## src/rtl/stream_pkg.sv

```systemverilog
// Shared types and the next-byte rule for the valid/ready byte stream source.
package stream_pkg;

    typedef enum logic [1:0] {
        IDLE = 2'd0,
        SEND = 2'd1,
        GAP  = 2'd2,
        DONE = 2'd3
    } state_t;

    typedef enum logic [1:0] {
        MODE_INC   = 2'd0,
        MODE_CONST = 2'd1,
        MODE_LFSR  = 2'd2,
        MODE_DEC   = 2'd3
    } mode_t;

    localparam logic [7:0] LFSR_TAPS = 8'hB8;

    // Byte that follows d in the given mode; all arithmetic wraps modulo 256.
    function automatic logic [7:0] next_data(input mode_t mode, input logic [7:0] d);
        logic [7:0] nxt;
        case (mode)
            MODE_INC:   nxt = d + 8'd1;
            MODE_CONST: nxt = d;
            MODE_LFSR:  nxt = (d >> 1) ^ (d[0] ? LFSR_TAPS : 8'h00);
            MODE_DEC:   nxt = d - 8'd1;
            default:    nxt = d;
        endcase
        return nxt;
    endfunction

    // The Galois LFSR locks up at zero, so a zero seed is promoted to 8'h01.
    function automatic logic [7:0] sanitize_seed(input mode_t mode, input logic [7:0] seed);
        logic [7:0] s;
        s = seed;
        if ((mode == MODE_LFSR) && (seed == 8'h00)) begin
            s = 8'h01;
        end
        return s;
    endfunction

endpackage

```

## src/rtl/stream_pattern_gen.sv

```systemverilog
// Combinational pattern generator: next byte of the sequence and the
// sanitised first byte. Kept standalone so a sink-side checker can predict data.
module stream_pattern_gen
    import stream_pkg::*;
(
    input  mode_t      i_mode,
    input  logic [7:0] i_data,
    input  logic [7:0] i_seed,
    output logic [7:0] o_next,
    output logic [7:0] o_seed
);

    assign o_next = next_data(i_mode, i_data);
    assign o_seed = sanitize_seed(i_mode, i_seed);

endmodule

```

## src/rtl/stream_source.sv

```systemverilog
// Transmit end of the 8-bit valid/ready byte stream: sends a programmed burst
// with optional idle gaps between transfers and reports completion.
module stream_source
    import stream_pkg::*;
#(
    parameter int LEN_W = 8,
    parameter int GAP_W = 4
) (
    input  logic             clk_i,
    input  logic             rst_i,
    input  logic             start_i,
    input  logic [LEN_W-1:0] len_i,
    input  logic [7:0]       seed_i,
    input  logic [1:0]       mode_i,
    input  logic [GAP_W-1:0] gap_i,
    output logic             valid_o,
    input  logic             ready_i,
    output logic [7:0]       data_o,
    output logic             busy_o,
    output logic             done_o,
    output logic [LEN_W-1:0] beat_cnt_o
);

    state_t           r_state, w_state_nxt;
    logic             r_valid, w_valid_nxt;
    logic [7:0]       r_data, w_data_nxt;
    logic [LEN_W-1:0] r_beat_cnt, w_beat_cnt_nxt;
    logic [LEN_W-1:0] r_len, w_len_nxt;
    mode_t            r_mode, w_mode_nxt;
    logic [GAP_W-1:0] r_gap, w_gap_nxt;
    logic [GAP_W-1:0] r_gap_cnt, w_gap_cnt_nxt;

    mode_t            w_mode_sel;
    logic [7:0]       w_next;
    logic [7:0]       w_seed;
    logic [LEN_W-1:0] w_cnt_inc;
    logic             w_xfer;

    // In IDLE the incoming mode decides seed sanitising; afterwards the captured mode rules.
    assign w_mode_sel = (r_state == IDLE) ? mode_t'(mode_i) : r_mode;
    assign w_xfer     = r_valid & ready_i;
    assign w_cnt_inc  = r_beat_cnt + LEN_W'(1);

    stream_pattern_gen u_pattern (
        .i_mode (w_mode_sel),
        .i_data (r_data),
        .i_seed (seed_i),
        .o_next (w_next),
        .o_seed (w_seed)
    );

    // Next-state and next-register values; every output is registered so
    // valid/data never follow ready combinationally.
    always_comb begin
        w_state_nxt    = r_state;
        w_valid_nxt    = r_valid;
        w_data_nxt     = r_data;
        w_beat_cnt_nxt = r_beat_cnt;
        w_len_nxt      = r_len;
        w_mode_nxt     = r_mode;
        w_gap_nxt      = r_gap;
        w_gap_cnt_nxt  = r_gap_cnt;
        case (r_state)
            IDLE: begin
                if (start_i) begin
                    w_len_nxt      = len_i;
                    w_mode_nxt     = mode_t'(mode_i);
                    w_gap_nxt      = gap_i;
                    w_beat_cnt_nxt = '0;
                    if (len_i != '0) begin
                        w_data_nxt  = w_seed;
                        w_valid_nxt = 1'b1;
                        w_state_nxt = SEND;
                    end else begin
                        w_state_nxt = DONE;
                    end
                end
            end
            SEND: begin
                if (w_xfer) begin
                    w_beat_cnt_nxt = w_cnt_inc;
                    if (w_cnt_inc == r_len) begin
                        w_valid_nxt = 1'b0;
                        w_state_nxt = DONE;
                    end else begin
                        w_data_nxt = w_next;
                        if (r_gap != '0) begin
                            w_valid_nxt   = 1'b0;
                            w_gap_cnt_nxt = r_gap;
                            w_state_nxt   = GAP;
                        end
                    end
                end
            end
            GAP: begin
                // Re-asserting valid on the cycle the counter reads 1 yields exactly r_gap idle cycles.
                if (r_gap_cnt <= GAP_W'(1)) begin
                    w_gap_cnt_nxt = '0;
                    w_valid_nxt   = 1'b1;
                    w_state_nxt   = SEND;
                end else begin
                    w_gap_cnt_nxt = r_gap_cnt - GAP_W'(1);
                end
            end
            DONE: begin
                w_state_nxt = IDLE;
            end
            default: begin
                w_state_nxt = IDLE;
                w_valid_nxt = 1'b0;
            end
        endcase
    end

    // FSM state register.
    always_ff @(posedge clk_i) begin
        if (rst_i) begin
            r_state <= IDLE;
        end else begin
            r_state <= w_state_nxt;
        end
    end

    // Datapath and burst-parameter registers; reset clears them so an aborted burst leaves nothing behind.
    always_ff @(posedge clk_i) begin
        if (rst_i) begin
            r_valid    <= 1'b0;
            r_data     <= 8'h00;
            r_beat_cnt <= '0;
            r_len      <= '0;
            r_mode     <= MODE_INC;
            r_gap      <= '0;
            r_gap_cnt  <= '0;
        end else begin
            r_valid    <= w_valid_nxt;
            r_data     <= w_data_nxt;
            r_beat_cnt <= w_beat_cnt_nxt;
            r_len      <= w_len_nxt;
            r_mode     <= w_mode_nxt;
            r_gap      <= w_gap_nxt;
            r_gap_cnt  <= w_gap_cnt_nxt;
        end
    end

    assign valid_o    = r_valid;
    assign data_o     = r_data;
    assign beat_cnt_o = r_beat_cnt;
    assign busy_o     = (r_state != IDLE);
    assign done_o     = (r_state == DONE);

endmodule

```

## config.mk

```make
export PLATFORM = sky130hd
export DESIGN_NAME = stream_source
export DESIGN_NICKNAME = d
export VERILOG_FILES = /design/src/rtl/stream_pkg.sv /design/src/rtl/stream_pattern_gen.sv /design/src/rtl/stream_source.sv
export SDC_FILE = /design/constraint.sdc
export NUM_CORES = 1
export LEC_CHECK = 0
export CAP_MARGIN = 0
export CORE_AREA = 8 8 57 107
export DETAILED_ROUTE_END_ITERATION = 10
export DIE_AREA = 0 0 65 115
export PLACE_DENSITY = 0.86
export SLEW_MARGIN = 20
export SYNTH_ARGS = -nofsm -noshare
export SYNTH_HDL_FRONTEND = slang
export SYNTH_SLANG_ARGS = --single-unit
```

## constraint.sdc

```tcl
create_clock -name clk_i -period 4.59 [get_ports clk_i]
set_clock_uncertainty 0.1 [all_clocks]
set_input_delay 0.918 -clock clk_i [delete_from_list [all_inputs] [get_ports clk_i]]
set_output_delay 0.918 -clock clk_i [all_outputs]
set_load 0.01 [all_outputs]
```

==> metrics.md, run 1 <==
| Metric | Value |
|---|---|
| R2R setup slack | 1.71 ns |
| Post CTS Setup Buffer Count | 0 |
| Run status | finished, final reports clean |
| Time the final worst path needs with I/O delays and setup | 3.27 ns |
| Final hold vios | 0 |
| Worst Tran Pin Value | 0.783 ns |
| Data arrival time at the worst-slack endpoint | 3.37 ns |
| Depth of the most critical reg-to-reg path | 9 |
| Core region area | 4730 µm² |
| Vias in the first global route | 2600 |
| Boundary Pins | 45 |
| Post-Syn Instances | 325 |
| Required time of the worst setup path | 4.69 ns |
| H-tree depth | 2 |
| Unique cell type count in the Yosys netlist | 57 |
| Setup repair after global routing missed its margin | false |
| GR Overflow Total | 0 |
| Startpoint type of the worst setup path | input pin |
| Number of input and output port buffers inserted | 44 |
| Vias per cell | 6.38 |
| Number of buffers added to fix hold violations after cts | 0 |
| CTS root buffer | clkbuf_8 |
| Largest net degree at the start of global routing | 22 |
| Wire length of the first global-routing pass | 12100 µm |
| Lkg Pwr | 1.14 nW |
| Hold WC Path Type | reg -> reg |
| Gp weighted congestion | 0.940 |
| # DRC | 0 |
| Resize count post-CTS | 0 |
| Share of cells above drive strength 1 | 0.0554 |
| Max Cap Violations | 0 |
| F_max | 305 MHz |
| Worst Min Path Start | r_len[3]$_SDFFE_PP0P_ |
| Rows | 36 |
| Floorplan die width | 65 µm |
| Vertical die dimension | 115 µm |
| Number of nets in the final layout | 390 |
| Highest-count cells in the layout ignoring fill and taps | 57 x nand2_1, 44 x clkdlybuf4s50_1, 37 x dfxtp_1 |
| Proportion of synthesized flip-flops having asynchronous set or reset | 0 |
| Latest clock arrival within the worst-skew pair | 0.30 ns |
| Worst slew margin | 0.476 |
| Via count | 2668 |
| Effective utilization at floorplan | 0.528 |
| Estimated wirelength of the detail-placed design | 5390 µm |
| N_diodes | 0 |
| Period utilization | 0.713 |
| Die Area | 7480 µm² |
| Maximum vdd ir drop | 0.000232 V |
| Count of final setup violators | 0 |
| Clock slew at reported path FFs | 0.08 ns |
| Slew Limit Fails | 0 |
| Clock tree from TritonCTS | yes |
| Most common cell after layout, fill and taps aside | nand2_1 |
| Main flop type after synthesis | dfxtp_1 |
| Clock sink total | 37 |
| Worst reg2reg startpoint | r_state[0]$_SDFFE_PP0P_ |
| Avg Inst Size Synth | 7.68 µm² |
| Crit end category | flop |
| Number of buffers added by the clock tree synthesis step | 5 |
| Final wirelength | 7430 µm |
| Count of flip-flops with a built-in enable after synthesis | 0 |
| Reg-to-Reg End | data_o[4]$_SDFFE_PP0P_ |
| Area growth from synthesis to final layout | 23.6% |
| Initial DRC Count | 198 |
| Net count of the mapped netlist | 355 |
| Yosys warning total | 0 |
| Overall Global Routing Usage | 0.197 |
| Fraction of the yosys area taken by sequential cells | 0.297 |
| Last element of the critical path | data_o[4]$_SDFFE_PP0P_ |
| Wirelength per Cell | 17.8 µm |
| Antenna violations before repair | 0 |
| DRT Pass-1 Iters | 4 |
| Core occupancy in the finished layout | 0.652 |
| Setup crit start | mode_i[1] |
| Power per cell area | 310 nW/µm² |
| Crit Path Max Fanout | 5 |
| Kind of critical path | in -> reg |
| Sum of negative setup slack | 0 ns |
| Number of nets with antenna violations after routing | 0 |
| Number of storage elements in the synthesis netlist | 37 |
| Post-Synthesis Cell Area | 2500 µm² |
| Longest Clk Path Bufs | 2 |
[worst max-delay path: stages]
cell	delay, ns
clkdlybuf4s50_1	0.46
and4bb_2	0.30
nor2_1	0.30
xnor2_1	0.11
ha_1	0.24
nor3_1	0.22
nor3b_1	0.31
nor2_1	0.07
o31a_1	0.23
o31ai_1	0.20
[cells in the mapped netlist (5+ instances only)]
cell      instances  area (µm²)
nor2_1           25        93.8
o31ai_1           6        45.0
xor2_1            9        78.8
dfxtp_1          37         741
inv_1             5        18.8
a31oi_1           5        31.3
nand2b_1          7        43.8
and3_1            5        31.3
nor3_1            9        45.0
a22oi_1           7        52.6
o21ai_0          14        70.1
nor4_1            5        31.3
mux2i_1           8        80.1
o211ai_1          9        67.6
nor2b_1           6        37.5
xnor2_1           6        52.6
a21oi_1          26         130
clkbuf_1         14        52.6
nand2_1          57         214
[registers in the layout, indices dropped and copies added, names as in the netlist]
signal and count:
beat_cnt_o 8, data_o 8, r_len 8, r_gap 4
r_gap_cnt 4, r_mode 2, r_state 2, valid_o 1
[area by class of cell]
cell class	count	area (µm²)
clock buffer	5	68.8
clock inverter	3	68.8
fill	412	1640
inverter	5	18.8
multi-input combinational	266	1670
sequential	37	741
tap	57	71.3
timing repair buffer	45	448
[logic make-up after synthesis]
family / after synthesis / share of synthesized area
adders and majority gates: 4 / 0.0201
AOI/OAI and AO/OA: 91 / 0.246
xor gates and xnor gates: 15 / 0.0526
and+or+nand+nor: 145 / 0.301
DFF: 37 / 0.297
muxes: 11 / 0.0486
buffers and inverters: 22 / 0.0346
[where the power goes]
| part | internal [mW] | switching [mW] |
|---|---|---|
| Combinational | 0.105 | 0.122 |
| Clock | 0.219 | 0.128 |
| Sequential | 0.341 | 0.0405 |
| Total | 0.665 | 0.290 |
[how the worst min path moves through the flow]
stage          cells after the start  slack [ns]                    end
2_1_floorplan                      2        0.34  r_gap[3]$_SDFFE_PP0P_
3_3_place_gp                       2        0.36  r_gap[3]$_SDFFE_PP0P_
4_1_cts                            2        0.38  r_gap[1]$_SDFFE_PP0P_
6_report                           2        0.39  r_len[3]$_SDFFE_PP0P_
3_5_place_dp                       2        0.37  r_gap[1]$_SDFFE_PP0P_
5_1_grt                            2        0.42  r_gap[0]$_SDFFE_PP0P_
[metal layers]
metal  routed length, µm  global-route usage
met2                3710               0.332
met3                 547              0.0527
met4                 172              0.0792
met5                   0                   0
met1                3000               0.228
[per-stage QoR]
stage / instances / worst slack [ns] / area, µm² / hold WS (ns) / power [mW]
CTS: 418 / 1.36 / 3090 / 0.383 / 0.956
global placement: 410 / 1.22 / 2950 / 0.362 / 0.602
finish: 418 / 1.32 / 3090 / 0.385 / 0.955
detailed placement: 410 / 1.07 / 2950 / 0.368 / 0.610
floorplan: 325 / 1.84 / 2500 / 0.344 / 0.523
global route: 418 / 1.17 / 3090 / 0.421 / 0.993
Note: power is estimated with default switching activity, not from simulation.
==> inputs of run 2 (changes only) <==
--- a/config.mk
+++ b/config.mk
@@ -6,10 +6,10 @@
 export NUM_CORES = 1
 export LEC_CHECK = 0
 export CAP_MARGIN = 0
-export CORE_AREA = 8 8 57 107
+export CORE_AREA = 8 8 60 113
 export DETAILED_ROUTE_END_ITERATION = 10
-export DIE_AREA = 0 0 65 115
-export PLACE_DENSITY = 0.86
+export DIE_AREA = 0 0 68 121
+export PLACE_DENSITY = 0.81
 export SLEW_MARGIN = 20
 export SYNTH_ARGS = -nofsm -noshare
 export SYNTH_HDL_FRONTEND = slang
==> constraint.sdc (replaced) <==
create_clock -name clk_i -period 2.85 [get_ports clk_i]
set_clock_uncertainty 0.1 [all_clocks]
set_input_delay 0.57 -clock clk_i [delete_from_list [all_inputs] [get_ports clk_i]]
set_output_delay 0.57 -clock clk_i [all_outputs]
set_load 0.01 [all_outputs]
==> metrics.md, run 2 (same netlist as run 1, synthesis figures left out) <==
| Metric | Value |
|---|---|
| Startpoint type of the worst setup path | flop |
| H-tree depth | 2 |
| # DRC | 0 |
| Crit end category | flop |
| Setup repair after global routing missed its margin | false |
| Lkg Pwr | 1.21 nW |
| Count of final setup violators | 0 |
| DRT Pass-1 Iters | 4 |
| Net switching fraction of the power | 0.312 |
| Number of buffers added by the clock tree synthesis step | 5 |
| Share of cells above drive strength 1 | 0.0979 |
| Clock sink total | 37 |
| Slew Limit Fails | 0 |
| Longest Clk Path Bufs | 2 |
| N_diodes | 0 |
| GR Overflow Total | 0 |
| Maximum vdd ir drop | 0.000430 V |
| Number of input and output port buffers inserted | 44 |
| Overall Global Routing Usage | 0.179 |
| Clock tree from TritonCTS | yes |
| Vertical die dimension | 121 µm |
| Hold WS | 0.373 ns |
| Core occupancy in the finished layout | 0.601 |
| Initial DRC Count | 237 |
| Power per cell area | 468 nW/µm² |
| Estimated wirelength of the detail-placed design | 5440 µm |
| Via count | 2692 |
| Die Area | 8230 µm² |
| Period utilization | 0.942 |
| Number of nets with antenna violations after routing | 0 |
| Non-filler cells in the finished layout | 438 |
| Number of nets in the final layout | 407 |
| Final worst setup slack | 0.167 ns |
| Required time of the worst setup path | 2.94 ns |
| F_max | 373 MHz |
| Combinational group share of total power | 0.271 |
| Cells after DPL | 428 |
| Floorplan die width | 68 µm |
| Worst slew margin | 0.508 |
| Final wirelength | 7210 µm |
| Hold WC Path Type | reg -> reg |
| Data arrival time at the worst-slack endpoint | 2.77 ns |
| Clock share of power | 0.326 |
| Vias per cell | 6.15 |
| Latest clock arrival within the worst-skew pair | 0.30 ns |
| Wire length of the first global-routing pass | 11900 µm |
| Most common cell after layout, fill and taps aside | nand2_1 |
| Largest net degree at the start of global routing | 18 |
| Net Sw Power | 0.467 mW |
| Worst Tran Pin Value | 0.737 ns |
| Total design power | 1.50 mW |
| Boundary Pins | 45 |
| Area growth from synthesis to final layout | 28.2% |
| Run status | finished, final reports clean |
| Vias in the first global route | 2608 |
| Max Cap Violations | 0 |
| Effective utilization at floorplan | 0.469 |
| Antenna violations before repair | 0 |
| Core region area | 5330 µm² |
| Sum of negative setup slack | 0 ns |
| CTS root buffer | clkbuf_8 |
| Wirelength per Cell | 16.5 µm |
| Clock slew at reported path FFs | 0.08 ns |
| Sequential cell fraction of total power | 0.402 |
| Post-route design area | 3200 µm² |
| Final hold vios | 0 |
| Highest-count cells in the layout ignoring fill and taps | 57 x nand2_1, 44 x clkdlybuf4s50_1, 37 x dfxtp_1 |
| Crit Path Max Fanout | 7 |
| Time the final worst path needs with I/O delays and setup | 2.68 ns |
| Kind of critical path | reg -> reg |
| Placement-stage cell area | 3060 µm² |
| Gp weighted congestion | 0.877 |
| Worst slack, placed | 0.000680 ns |
| Rows | 38 |
| Internal Power | 1.03 mW |
[run 2: cell type report]
class / count / area [µm²]
Clock inverter: 2 / 37.5
Inverter: 5 / 18.8
Timing Repair Buffer: 62 / 576
Clock buffer: 6 / 82.6
Fill cell: 487 / 2130
Sequential cell: 37 / 741
Tap cell: 60 / 75.1
Multi-Input combinational cell: 266 / 1670
[run 2: repair_timing]
item                       in CTS  in global routing
hold buffers                    0                  0
resized for setup               0                  0
setup endpoints to repair       0                  5
buffers inserted                0                  2
[run 2: power groups by stage]
stage | Sequential (mW) | Clock (mW) | Combinational, mW
after floorplan | 0.597 | 0 | 0.245
after global routing | 0.609 | 0.511 | 0.442
final | 0.602 | 0.489 | 0.406
after CTS | 0.601 | 0.490 | 0.399
after global placement | 0.611 | 0 | 0.387
after detailed placement | 0.613 | 0 | 0.396
[run 2: path summary, 6_finish.rpt]
kind,from,endpoint,slack (ns),depth (start not counted)
max,beat_cnt_o[0]$_SDFFE_PP0P_,data_o[6]$_SDFFE_PP0P_,0.17,7
min reg2reg,r_len[3]$_SDFFE_PP0P_,r_len[3]$_SDFFE_PP0P_,0.37,2
max reg2reg,beat_cnt_o[0]$_SDFFE_PP0P_,data_o[6]$_SDFFE_PP0P_,0.17,7
min,r_len[3]$_SDFFE_PP0P_,r_len[3]$_SDFFE_PP0P_,0.37,2
[run 2: critical path, cell delays in order (launching register included)]
cell and delay, ns:
dfxtp_1 0.47, ha_1 0.31, nand3_2 0.17, or3_4 0.43, a211oi_2 0.30, nand4_4 0.20, o21ai_4 0.27, mux2_4 0.32
[run 2: metal layers]
| metal | vias to the layer above | track usage | share of wire |
|---|---|---|---|
| met5 | - | 0 | 0 |
| met4 | 0 | 0.0877 | 0.029 |
| met3 | 22 | 0.0398 | 0.074 |
| met2 | 124 | 0.290 | 0.49 |
| met1 | 1251 | 0.212 | 0.40 |
| li1 | 1295 | - | - |
==> inputs of run 3 (changes only) <==
--- a/config.mk
+++ b/config.mk
@@ -9,7 +9,9 @@
 export CORE_AREA = 8 8 60 113
 export DETAILED_ROUTE_END_ITERATION = 10
 export DIE_AREA = 0 0 68 121
+export GPL_ROUTABILITY_DRIVEN = 0
 export PLACE_DENSITY = 0.81
+export SKIP_CTS_REPAIR_TIMING = 1
 export SLEW_MARGIN = 20
 export SYNTH_ARGS = -nofsm -noshare
 export SYNTH_HDL_FRONTEND = slang
==> metrics.md, run 3 (same netlist as run 1, synthesis figures left out) <==
| Metric | Value |
|---|---|
| Crit end category | flop |
| Rows | 38 |
| Critical path buffers and inverters | 0 |
| F_max | 380 MHz |
| Boundary Pins | 45 |
| Vertical die dimension | 121 µm |
| Overall Global Routing Usage | 0.184 |
| Via count | 2617 |
| Wire length of the first global-routing pass | 12300 µm |
| Largest net degree at the start of global routing | 22 |
| Placement-stage cell area | 3050 µm² |
| CTS root buffer | clkbuf_8 |
| Number of nets in the final layout | 405 |
| N_diodes | 0 |
| Net Sw Power | 0.466 mW |
| Antenna violations before repair | 0 |
| Time the final worst path needs with I/O delays and setup | 2.63 ns |
| Lkg Pwr | 1.19 nW |
| Power per cell area | 444 nW/µm² |
| Final wirelength | 7190 µm |
| Slew Limit Fails | 0 |
| Post-route design area | 3160 µm² |
| Longest Clk Path Bufs | 2 |
| DRT Pass-1 Iters | 5 |
| Run status | finished, final reports clean |
| Latest clock arrival within the worst-skew pair | 0.30 ns |
| Net switching fraction of the power | 0.332 |
| Clock slew at reported path FFs | 0.09 ns |
| Worst slack, placed | -0.0326 ns |
| Crit-path cells | ha_2 -> nand3_2 -> or3_4 -> a211oi_2 -> nand4_4 -> o21ai_4 -> mux2_4 |
| Largest stage delay on the critical path | 0.48 ns |
| Final worst setup slack | 0.216 ns |
| # DRC | 0 |
| Sequential cell fraction of total power | 0.431 |
| Sum of negative setup slack | 0 ns |
| Top delay family on crit path | simple AND/OR/NAND/NOR gates |
| Floorplan die width | 68 µm |
| Worst slew margin | 0.529 |
| Non-filler cells in the finished layout | 436 |
| Effective utilization at floorplan | 0.469 |
| Count of fill cells added during filler insertion | 514 |
| Hold WC Path Type | reg -> reg |
| Wirelength per Cell | 16.5 µm |
| Kind of critical path | reg -> reg |
| Number of nets with antenna violations after routing | 0 |
| Share of cells above drive strength 1 | 0.0957 |
| Area growth from synthesis to final layout | 26.7% |
| Number of input and output port buffers inserted | 44 |
| Final hold vios | 0 |
| H-tree depth | 2 |
| Clock sink total | 37 |
| Area of the multi-input gates | 1670 µm² |
| Estimated wirelength of the detail-placed design | 5340 µm |
| Cells after DPL | 426 |
| Vias in the first global route | 2591 |
| Startpoint type of the worst setup path | flop |
| Highest-delay cell along the critical path | dfxtp_1 |
| Clock share of power | 0.286 |
| Vias per cell | 6.00 |
| Crit Path Max Fanout | 7 |
| Most common cell after layout, fill and taps aside | nand2_1 |
| Combinational group share of total power | 0.282 |
| GR Overflow Total | 0 |
| Count of final setup violators | 0 |
| Maximum vdd ir drop | 0.000362 V |
| Clock tree from TritonCTS | yes |
| Die Area | 8230 µm² |
| Data arrival time at the worst-slack endpoint | 2.73 ns |
| R2R setup slack | 0.22 ns |
| Required time of the worst setup path | 2.95 ns |
| Period utilization | 0.924 |
| Internal Power | 0.938 mW |
| Initial DRC Count | 347 |
| Worst Tran Pin Value | 0.706 ns |
| Setup repair after global routing missed its margin | false |
| Footprint of the flip-flops and latches | 741 µm² |
| Core region area | 5330 µm² |
| Max Cap Violations | 0 |
| Highest-count cells in the layout ignoring fill and taps | 57 x nand2_1, 44 x clkdlybuf4s50_1, 37 x dfxtp_1 |
| Number of buffers added by the clock tree synthesis step | 5 |
| Total design power | 1.40 mW |
==> run 3: stage by stage <==
step | hold WS, ns | util
floorplan | 0.344 | -
global placement | 0.357 | 0.573
detailed placement | 0.363 | 0.573
CTS | 0.374 | 0.591
global route | 0.393 | 0.594
finish | 0.373 | 0.594
==> run 3: cell type report <==
class,count,share of cell area
clock inverters,2,0.00435
clock buffers,6,0.0261
repair buffers,60,0.177
well taps,60,0.0237
inverters,5,0.00593
multi-input cells,266,0.528
flip-flops and latches,37,0.234
==> run 3: final timing paths <==
path | depth (start not counted) | to | from
min reg2reg | 2 | r_gap[1]$_SDFFE_PP0P_ | r_gap[1]$_SDFFE_PP0P_
min | 2 | r_gap[1]$_SDFFE_PP0P_ | r_gap[1]$_SDFFE_PP0P_
max reg2reg | 7 | data_o[2]$_SDFFE_PP0P_ | beat_cnt_o[0]$_SDFFE_PP0P_
max | 7 | data_o[2]$_SDFFE_PP0P_ | beat_cnt_o[0]$_SDFFE_PP0P_
==> run 3: power by group through the flow <==
stage / sequential (mW) / clock (mW) / combinational [mW]
global placement: 0.613 / 0 / 0.377
detailed placement: 0.616 / 0 / 0.385
finish: 0.605 / 0.402 / 0.397
CTS: 0.604 / 0.407 / 0.389
global route: 0.612 / 0.421 / 0.436
floorplan: 0.597 / 0 / 0.245
==> run 3: routing by layer <==
metal,vias up,wire (µm),track usage,part of all wire
met5,-,0,0,0
met4,0,150,0.0813,0.021
met3,15,491,0.0361,0.068
met2,101,3620,0.299,0.50
met1,1208,2930,0.224,0.41
li1,1293,-,-,-
==> run 3: worst min-delay path: cells and delay by family, from the launching register on <==
kind / cells / cell delay (ns)
compound gates: 1 / 0.05
flops: 1 / 0.32
simple gates: 1 / 0.05
